$ cat src/rtl/alu_issue_if.sv
// rtl/alu_issue_if.sv - request and result handshake bundle for alu_issue_unit
//
// Purpose: groups the request channel (decode/register-read stage -> unit) and
// the result channel (unit -> consumer) of alu_issue_unit.
// Ports (signals):
//   in_valid/in_ready        request handshake
//   alu_op, funct            decode fields selecting the ALU operation
//   op_a, op_b               operands
//   in_tag                   request tag, returned with the result
//   out_valid/out_ready      result handshake
//   out_res, out_zero        result value and zero flag
//   out_illegal, out_tag     undecodable-op flag and request tag
// Modports: master = requester/consumer side, slave = alu_issue_unit.

interface alu_issue_if #(
    parameter int TAG_W = 4
);
    logic             in_valid;
    logic             in_ready;
    logic [1:0]       alu_op;
    logic [5:0]       funct;
    logic [31:0]      op_a;
    logic [31:0]      op_b;
    logic [TAG_W-1:0] in_tag;

    logic             out_valid;
    logic             out_ready;
    logic [31:0]      out_res;
    logic             out_zero;
    logic             out_illegal;
    logic [TAG_W-1:0] out_tag;

    modport master (
        output in_valid, alu_op, funct, op_a, op_b, in_tag, out_ready,
        input  in_ready, out_valid, out_res, out_zero, out_illegal, out_tag
    );

    modport slave (
        input  in_valid, alu_op, funct, op_a, op_b, in_tag, out_ready,
        output in_ready, out_valid, out_res, out_zero, out_illegal, out_tag
    );
endinterface

$ cat src/rtl/alu_issue_unit.sv
// rtl/alu_issue_unit.sv - ALU front end: decode, operand registers, in-order result FIFO
//
// Purpose: accepts ALU requests, translates alu_op/funct into the 4-bit ALU
// control code, drives the external combinational ALU from registers, captures
// its result one cycle later and returns results in order through a FIFO.
// Ports:
//   clk, reset               clock (rising edge), asynchronous active-high reset
//   bus (slave)              request and result handshakes, see alu_issue_if
//   alu_ctr                  registered ALU control code
//   alu_in1, alu_in2         registered ALU operands
//   alu_res, alu_zero        combinational ALU result and zero flag

module alu_issue_unit #(
    parameter int DEPTH = 2,
    parameter int TAG_W = 4
) (
    input  logic        clk,
    input  logic        reset,
    alu_issue_if.slave  bus,
    output logic [3:0]  alu_ctr,
    output logic [31:0] alu_in1,
    output logic [31:0] alu_in2,
    input  logic [31:0] alu_res,
    input  logic        alu_zero
);
    localparam int AW = $clog2(DEPTH);

    localparam logic [3:0] CTR_AND = 4'b0000;
    localparam logic [3:0] CTR_OR  = 4'b0001;
    localparam logic [3:0] CTR_ADD = 4'b0010;
    localparam logic [3:0] CTR_SUB = 4'b0110;
    localparam logic [3:0] CTR_SLT = 4'b0111;
    localparam logic [3:0] CTR_NOR = 4'b1100;

    // Decode
    logic [3:0] dec_ctr;
    logic       dec_illegal;

    always_comb begin
        dec_ctr     = CTR_ADD;
        dec_illegal = 1'b0;
        case (bus.alu_op)
            2'b00: dec_ctr = CTR_ADD;
            2'b01: dec_ctr = CTR_SUB;
            2'b10: begin
                case (bus.funct)
                    6'b100000: dec_ctr = CTR_ADD;
                    6'b100010: dec_ctr = CTR_SUB;
                    6'b100100: dec_ctr = CTR_AND;
                    6'b100101: dec_ctr = CTR_OR;
                    6'b101010: dec_ctr = CTR_SLT;
                    6'b100111: dec_ctr = CTR_NOR;
                    default:   dec_illegal = 1'b1;
                endcase
            end
            default: dec_illegal = 1'b1;
        endcase
    end

    // Exec stage and FIFO state
    logic             exec_v;
    logic             exec_ill;
    logic [TAG_W-1:0] exec_tag;

    logic [AW-1:0]    wr_ptr;
    logic [AW-1:0]    rd_ptr;
    logic [AW:0]      count;

    logic [31:0]      mem_res  [DEPTH];
    logic             mem_zero [DEPTH];
    logic             mem_ill  [DEPTH];
    logic [TAG_W-1:0] mem_tag  [DEPTH];

    logic [AW+1:0]    occupancy;
    logic             accept;
    logic             push;
    logic             pop;
    logic             out_valid_i;
    logic [31:0]      exec_res;
    logic             exec_zero;

    // The in-flight exec slot counts against capacity so the push one cycle
    // later always has room; this keeps in_ready off in_valid/out_ready.
    assign occupancy   = {1'b0, count} + {{(AW+1){1'b0}}, exec_v};
    assign bus.in_ready = occupancy < (AW+2)'(DEPTH);
    assign accept      = bus.in_valid && bus.in_ready;
    assign out_valid_i = count != '0;
    assign push        = exec_v;
    assign pop         = out_valid_i && bus.out_ready;

    // The ALU's own zero flag is only meaningful for subtract.
    assign exec_res  = exec_ill ? 32'd0 : alu_res;
    assign exec_zero = exec_ill ? 1'b1
                     : (alu_ctr == CTR_SUB) ? alu_zero
                     : (alu_res == 32'd0);

    always_ff @(posedge clk or posedge reset) begin
        if (reset) begin
            alu_ctr  <= 4'b0000;
            alu_in1  <= 32'd0;
            alu_in2  <= 32'd0;
            exec_v   <= 1'b0;
            exec_ill <= 1'b0;
            exec_tag <= '0;
            wr_ptr   <= '0;
            rd_ptr   <= '0;
            count    <= '0;
        end else begin
            exec_v <= accept;
            if (accept) begin
                alu_in1  <= bus.op_a;
                alu_in2  <= bus.op_b;
                exec_ill <= dec_illegal;
                exec_tag <= bus.in_tag;
                // Illegal requests keep the previous code so the ALU repeats a benign op.
                if (!dec_illegal) begin
                    alu_ctr <= dec_ctr;
                end
            end
            if (push) begin
                wr_ptr <= wr_ptr + AW'(1);
            end
            if (pop) begin
                rd_ptr <= rd_ptr + AW'(1);
            end
            if (push && !pop) begin
                count <= count + (AW+1)'(1);
            end else if (pop && !push) begin
                count <= count - (AW+1)'(1);
            end
        end
    end

    always_ff @(posedge clk) begin
        if (push) begin
            mem_res[wr_ptr]  <= exec_res;
            mem_zero[wr_ptr] <= exec_zero;
            mem_ill[wr_ptr]  <= exec_ill;
            mem_tag[wr_ptr]  <= exec_tag;
        end
    end

    // Outputs read zero while empty so reset leaves them cleared.
    assign bus.out_valid   = out_valid_i;
    assign bus.out_res     = out_valid_i ? mem_res[rd_ptr]  : 32'd0;
    assign bus.out_zero    = out_valid_i ? mem_zero[rd_ptr] : 1'b0;
    assign bus.out_illegal = out_valid_i ? mem_ill[rd_ptr]  : 1'b0;
    assign bus.out_tag     = out_valid_i ? mem_tag[rd_ptr]  : '0;
endmodule
$ cat src/flat_wrapper.sv
// flat-port wrapper written by rule: the top's interface ports become plain ports
module alu_issue_unit_flat 
#(
    parameter int DEPTH = 2,
    parameter int TAG_W = 4
)
  (clk, reset, alu_ctr, alu_in1, alu_in2, alu_res, alu_zero, bus_in_valid, bus_alu_op, bus_funct, bus_op_a, bus_op_b, bus_in_tag, bus_out_ready, bus_in_ready, bus_out_valid, bus_out_res, bus_out_zero, bus_out_illegal, bus_out_tag);
  alu_issue_if #(.TAG_W(TAG_W)) bus_i ();
  input  logic clk;
  input  logic reset;
  output logic [3:0] alu_ctr;
  output logic [31:0] alu_in1;
  output logic [31:0] alu_in2;
  input  logic [31:0] alu_res;
  input  logic alu_zero;
  input wire logic [$bits(bus_i.in_valid)-1:0] bus_in_valid;
  input wire logic [$bits(bus_i.alu_op)-1:0] bus_alu_op;
  input wire logic [$bits(bus_i.funct)-1:0] bus_funct;
  input wire logic [$bits(bus_i.op_a)-1:0] bus_op_a;
  input wire logic [$bits(bus_i.op_b)-1:0] bus_op_b;
  input wire logic [$bits(bus_i.in_tag)-1:0] bus_in_tag;
  input wire logic [$bits(bus_i.out_ready)-1:0] bus_out_ready;
  output wire logic [$bits(bus_i.in_ready)-1:0] bus_in_ready;
  output wire logic [$bits(bus_i.out_valid)-1:0] bus_out_valid;
  output wire logic [$bits(bus_i.out_res)-1:0] bus_out_res;
  output wire logic [$bits(bus_i.out_zero)-1:0] bus_out_zero;
  output wire logic [$bits(bus_i.out_illegal)-1:0] bus_out_illegal;
  output wire logic [$bits(bus_i.out_tag)-1:0] bus_out_tag;
  assign bus_i.in_valid = bus_in_valid;
  assign bus_i.alu_op = bus_alu_op;
  assign bus_i.funct = bus_funct;
  assign bus_i.op_a = bus_op_a;
  assign bus_i.op_b = bus_op_b;
  assign bus_i.in_tag = bus_in_tag;
  assign bus_i.out_ready = bus_out_ready;
  assign bus_in_ready = bus_i.in_ready;
  assign bus_out_valid = bus_i.out_valid;
  assign bus_out_res = bus_i.out_res;
  assign bus_out_zero = bus_i.out_zero;
  assign bus_out_illegal = bus_i.out_illegal;
  assign bus_out_tag = bus_i.out_tag;
  alu_issue_unit #(.DEPTH(DEPTH), .TAG_W(TAG_W)) u_core (.clk(clk), .reset(reset), .bus(bus_i), .alu_ctr(alu_ctr), .alu_in1(alu_in1), .alu_in2(alu_in2), .alu_res(alu_res), .alu_zero(alu_zero));
endmodule
$ cat config.mk
export PLATFORM = sky130hd
export DESIGN_NAME = alu_issue_unit_flat
export DESIGN_NICKNAME = d
export VERILOG_FILES = /design/src/rtl/alu_issue_if.sv /design/src/rtl/alu_issue_unit.sv /design/src/flat_wrapper.sv
export SDC_FILE = /design/constraint.sdc
export NUM_CORES = 1
export LEC_CHECK = 0
export CAP_MARGIN = 20
export CORE_UTILIZATION = 46
export DETAILED_ROUTE_END_ITERATION = 16
export PLACE_DENSITY = 0.88
export SLEW_MARGIN = 15
export SYNTH_ARGS = -nofsm -noshare
export SYNTH_HDL_FRONTEND = slang
export SYNTH_SLANG_ARGS = --single-unit
$ cat constraint.sdc
create_clock -name clk -period 3.39 [get_ports clk]
set_input_delay 0.339 -clock clk [delete_from_list [all_inputs] [get_ports clk]]
set_output_delay 0.339 -clock clk [all_outputs]
set_load 0.01 [all_outputs]
==> metrics, run 1 <==
post-synth top area share between 30% and 40%; post-synthesis sequential area ratio a little under two thirds; Avg Inst Size Synth 16.3 um^2; Pleak between 3 and 4 nW; drt initial violations 232; worst setup path class register to primary output; Num CTS Buffers 17; Reg clk slew, reported paths roughly 60 ps; Via-to-Cell Ratio approximately 5; vias in the first global route between 4k and 5k; number of enable flip-flop cells after synthesis between 70 and 80; total number of vias between 4k and 5k; GRT Resource Usage Total around 20%; largest net degree at the start of global routing 52; WP data arrival between 2000 and 2500 ps; CTS H-tree depth 4; Initial Util between 40 and 50%; Setup Skew 7.50 ps; Max Buffers Root-to-Sink 2; Power Density slightly above 900 nW/um^2; core area 14000 um^2; final setup vio count 0; yosys warns 0; dpl hpwl 10.2 mm; Final TNS setup 0 ps; CTS tree yes; Final Hold Vio Count 0; Placed Area between 8000 and 9000 um^2; first-pass GRT wire length ~22 mm; Root Driver clkbuf_16; Max FO, Critical Path 18; Area growth syn-to-layout 43.1%; post-CTS sizing 0; Min Hold Slack 401 ps; row cnt between 40 and 50; Die W between 100 and 150 um; Skew-Pair Late Insertion Delay 410 ps; Worst EP required around 3000 ps; Hold Crit Class primary input to asynchronous set/reset pin; Yosys reg bits 154; maxcap violations 0; Die Ht approximately 120 um; initial antenna violation count 0; max-slew violations 0; fin crit share 77.9%; Async SR Flop Fraction 50.6%; syn nets approximately 530; Synth Instances 409; run status complete, no violations; GPL Wtd Cong ~0.80; ratio of cells with drive above 1 in the final layout between 10% and 20%; largest area contributor in the netlist edfxtp_1; CTS sink cnt about 150; num ports approximately 220; final net count 752; router iterations before antenna repair 4; final wirelength approximately 14 mm; postcts setup bufs 0; VDD IR max roughly 0.00052 V; Synth area leaders edfxtp_1 34%, dfrtp_1 29%, mux2_4 16%; Slew HR 37.3%; grt total ovfl 0; DR WL/cell 17.5 um; Ant. Diodes 0; Post-route DRC 0; full die area between 10000 and 15000 um^2; Inst Count DP between 700 and 800; fin cells between 800 and 900; library cells used by synthesis 33; crit start category register; fmax between 0.3 and 0.4 GHz; worst slew pin tran roughly 940 ps; synthesized area 6650 um^2; remaining antenna violation count after routing 0; design area about 9500 um^2; CTS Hold Bufs 0; Tmin final around 2600 ps; RSZ-0062 raised after global routing no; post-layout total power around 8.7 mW; number of buffers added on ports 220; CP Capture Type primary output; Synth Flop Type dfrtp_1
-- Yosys cell counts (all sizes together), types with 2 or more instances --
master	instances
mux2i	39
xnor2	2
xor2	3
nand2	3
edfxtp	76
buf	14
ha	4
a21oi	3
nor4	8
o21a	2
clkbuf	6
nor2b	35
nor2	41
nand4	4
nand3b	2
dfrtp	78
inv	6
and2	2
mux2	72
-- metal layers --
layer / vias to the layer above / GRT usage [%] / part of all wire [%]
met5: - / 0 / 0
met4: 0 / 7.32 / 1.5
met3: 19 / 5.11 / 6.8
met2: 181 / 32.3 / 50
met1: 1984 / 25.1 / 42
li1: 1905 / - / -
-- logic make-up (layout without fill, tap and decap cells) --
kind of cell               Yosys count  after routing  share of synthesized area (%)
DFF                                154            154                           63.6
muxes                              111            111                           22.1
and+or+nand+nor                     99             99                           7.94
AOI/OAI and AO/OA                   10             10                           1.32
xor gates and xnor gates             5              5                          0.658
adders and majority gates            4              4                          0.752
buffers and inverters               26            265                           3.57
-- worst max-delay path: stages, from the launching register on --
cell	delay [ps]
dfrtp_2	690
buf_4	330
mux2i_1	100
nor2_1	180
clkdlybuf4s50_1	570
-- path summary, 6_finish.rpt --
kind                                         to  slack, ps  cells past startpoint                from
max reg2reg                  u_core.alu_in1[11]       1320                      4     u_core.count[0]
min                          u_core.alu_in2[16]        400                      2               reset
min reg2reg                u_core.mem_tag[1][0]        480                      0  u_core.exec_tag[0]
min in group clk           u_core.mem_tag[1][0]        480                      0  u_core.exec_tag[0]
max                             bus_out_res[23]        750                      4       u_core.rd_ptr
max in group asynchronous     u_core.alu_ctr[1]       2110                      3               reset
-- area by class of cell --
type,instances,area [um^2]
multi-input combinational,229,2190
sequential,154,4240
timing repair buffer,227,2280
tap,180,225
inverter,6,23.8
clock inverter,14,138
fill,932,4470
clock buffer,18,429
-- flip-flops by register name (all words and copies together), names as in the netlist --
| register | cells |
|---|---|
| u_core.rd_ptr | 1 |
| u_core.mem_ill | 2 |
| u_core.alu_in1 | 32 |
| u_core.alu_ctr | 4 |
| u_core.exec_ill | 1 |
| u_core.mem_res | 64 |
| u_core.mem_zero | 2 |
| u_core.mem_tag | 8 |
| u_core.exec_tag | 4 |
| u_core.alu_in2 | 32 |
| u_core.exec_v | 1 |
| u_core.wr_ptr | 1 |
| u_core.count | 2 |
-- cell usage in the layout (no fill, tap or decap), types with 5 or more instances in the layout --
master           instances
dfrtp_1                 77
nor4_1                   8
inv_1                    5
inv_6                    5
buf_4                    5
mux2i_1                 39
nor2_1                  40
clkdlybuf4s50_1        220
clkbuf_16               17
edfxtp_1                76
mux2_4                  72
nor2b_1                 34
-- through the flow --
| step | setup slack (ps) | util, % |
|---|---|---|
| finish | 750 | 68.1 |
| floorplan | 811 | - |
| CTS | 750 | 67.9 |
| global route | 659 | 68.1 |
| global placement | 1250 | 63.9 |
| detailed placement | 1200 | 63.9 |
-- power breakdown --
| part | internal [mW] | total, mW | switching (mW) |
|---|---|---|---|
| logic | 2.27 | 3.74 | 1.48 |
| registers | 2.73 | 3.18 | 0.443 |
| clock network | 1.03 | 1.81 | 0.779 |
| total | 6.03 | 8.72 | 2.70 |
No activity file was read; power rests on OpenSTA's default activity.
==> run 2: changes to the inputs <==
- clock period: 3.39 -> 2.6 ns (I/O delays scaled with it)
==> metrics, run 2 (synthesis gave the netlist of run 1 again) <==
Max FO, Critical Path 25 (+7); crit start category register; total number of vias 4100 (+0.27%); Ant. Diodes 0 (unchanged); fmax 0.407 GHz; dpl hpwl 10.5 mm (+2.9%); Skew-Pair Late Insertion Delay 420 ps (about the same); Largest register FFs 64 (unchanged); fin cells 830 (+0.24%); Final Hold Vio Count 0 (unchanged); WP data arrival 2200 ps (-100 ps); postcts setup bufs 0 (unchanged); run status complete, no violations; full die area 14900 um^2 (unchanged); VDD IR max 0.000702 V (+34%); Inst Count DP 798 (+0.38%); Die Ht 122 um (unchanged); ratio of cells with drive above 1 in the final layout 18.9% (+0.40 points); Tmin final roughly 2500 ps; CTS H-tree depth 4 (unchanged); vias in the first global route 4343 (+2.0%); Slew HR 55.1% (+18 points); Final TNS setup 0 ps (unchanged); Worst EP required 2340 ps (-710 ps); Post-route DRC 0 (unchanged); final setup vio count 0 (unchanged); maxcap violations 0 (unchanged); fin crit share between 90% and 100%; final setup margin 143 ps (-607 ps); worst reg-to-reg path cell count 4 (unchanged); worst slew pin tran 664 ps (-276 ps); worst setup path class register to primary output; Hold Crit Class primary input to asynchronous set/reset pin; remaining antenna violation count after routing 0 (unchanged); initial antenna violation count 0 (unchanged); Placed Area 8980 um^2 (+0.53%); Via-to-Cell Ratio 4.94 (about the same); Die W 122 um (unchanged); post-CTS sizing 0 (unchanged); Reg clk slew, reported paths 60 ps (about the same); Root Driver clkbuf_16; DR WL/cell 18.0 um (+2.9%); final net count 754 (+0.27%); CP Capture Type primary output; Num CTS Buffers 17 (unchanged); Biggest register u_core.mem_res; final wirelength 14.9 mm (+3.2%); Max Buffers Root-to-Sink 2 (unchanged); num ports 221 (unchanged); RSZ-0062 raised after global routing no; Initial Util 47.6% (unchanged); CTS sink cnt 154 (unchanged); row cnt 43 (unchanged); drt initial violations 251 (+8.2%); number of buffers added on ports 220 (unchanged); Power Density 1200 nW/um^2 (+32%); CTS Hold Bufs 0 (unchanged); Area growth syn-to-layout 44.0%; Setup Skew 12.9 ps (+5.42 ps); largest net degree at the start of global routing 47 (-9.6%); worst slack, placed 531 ps (-671 ps); GPL Wtd Cong 0.813 (+1.5%); design area 9580 um^2 (+0.63%); commonest non-fill, non-tap cell in the layout clkdlybuf4s50_1; core area 14000 um^2 (unchanged); Pleak 3.88 nW (+0.88%); max-slew violations 0 (unchanged); top flop regs u_core.mem_res x64, u_core.alu_in1 x32, u_core.alu_in2 x32; commonest non-fill, non-tap cells in the layout 220 x clkdlybuf4s50_1, 76 x dfrtp_1, 76 x edfxtp_1; router iterations before antenna repair 5 (+1); first-pass GRT wire length 22.6 mm (+2.5%); grt total ovfl 0 (unchanged); GRT Resource Usage Total 20.4% (+0.72 points); CTS tree yes
[run 2: path summary, 6_finish.rpt]
| path | from | endpoint | slack, ps |
|---|---|---|---|
| worst max-delay path | u_core.rd_ptr | bus_out_res[30] | 140 |
| worst min-delay path | reset | u_core.alu_in1[22] | 220 |
| worst max register to register | u_core.count[0] | u_core.alu_in2[13] | 640 |
| worst min register to register | u_core.exec_tag[1] | u_core.mem_tag[1][1] | 480 |
| max in group asynchronous | reset | u_core.exec_ill | 1740 |
| min in group clk | bus_op_b[0] | u_core.alu_in2[0] | 440 |
[run 2: through the flow]
stage | power [mW] | util (%) | hold WS, ps
6_report | 11.5 | 68.5 | 217
5_1_grt | 12.1 | 68.5 | 263
4_1_cts | 11.6 | 68.5 | 226
3_5_place_dp | 9.09 | 64.2 | 475
3_3_place_gp | 8.93 | 64.2 | 459
2_1_floorplan | 6.73 | - | 408
[run 2: final cells by class]
class | instances | area (um^2)
multi-input combinational | 229 | 2190
inverter | 6 | 23.8
clock inverter | 14 | 169
fill | 925 | 4410
clock buffer | 18 | 429
sequential | 154 | 4240
tap | 180 | 225
timing repair buffer | 229 | 2310
[run 2: worst max-delay path, cell delays in order, from the launching register on]
cell	delay, ps
dfrtp_2	660
buf_12	270
mux2i_1	270
nor2_1	80
clkdlybuf4s50_1	500
[run 2: power by group]
part / total, mW / leakage [nW] / internal (mW) / switching, mW
Clock: 2.49 / 0.283 / 1.51 / 0.977
Sequential: 4.19 / 1.63 / 3.56 / 0.628
Combinational: 4.86 / 1.97 / 2.97 / 1.89
[run 2: per-layer routing]
| layer | wire length, um | GRT usage [%] | up-vias | part of all wire, % |
|---|---|---|---|---|
| met3 | 1160 | 6.32 | 19 | 7.7 |
| met5 | 0 | 0 | - | 0 |
| li1 | - | - | 1912 | - |
| met2 | 7420 | 34.0 | 179 | 50 |
| met4 | 212 | 7.47 | 0 | 1.4 |
| met1 | 6150 | 24.9 | 1990 | 41 |
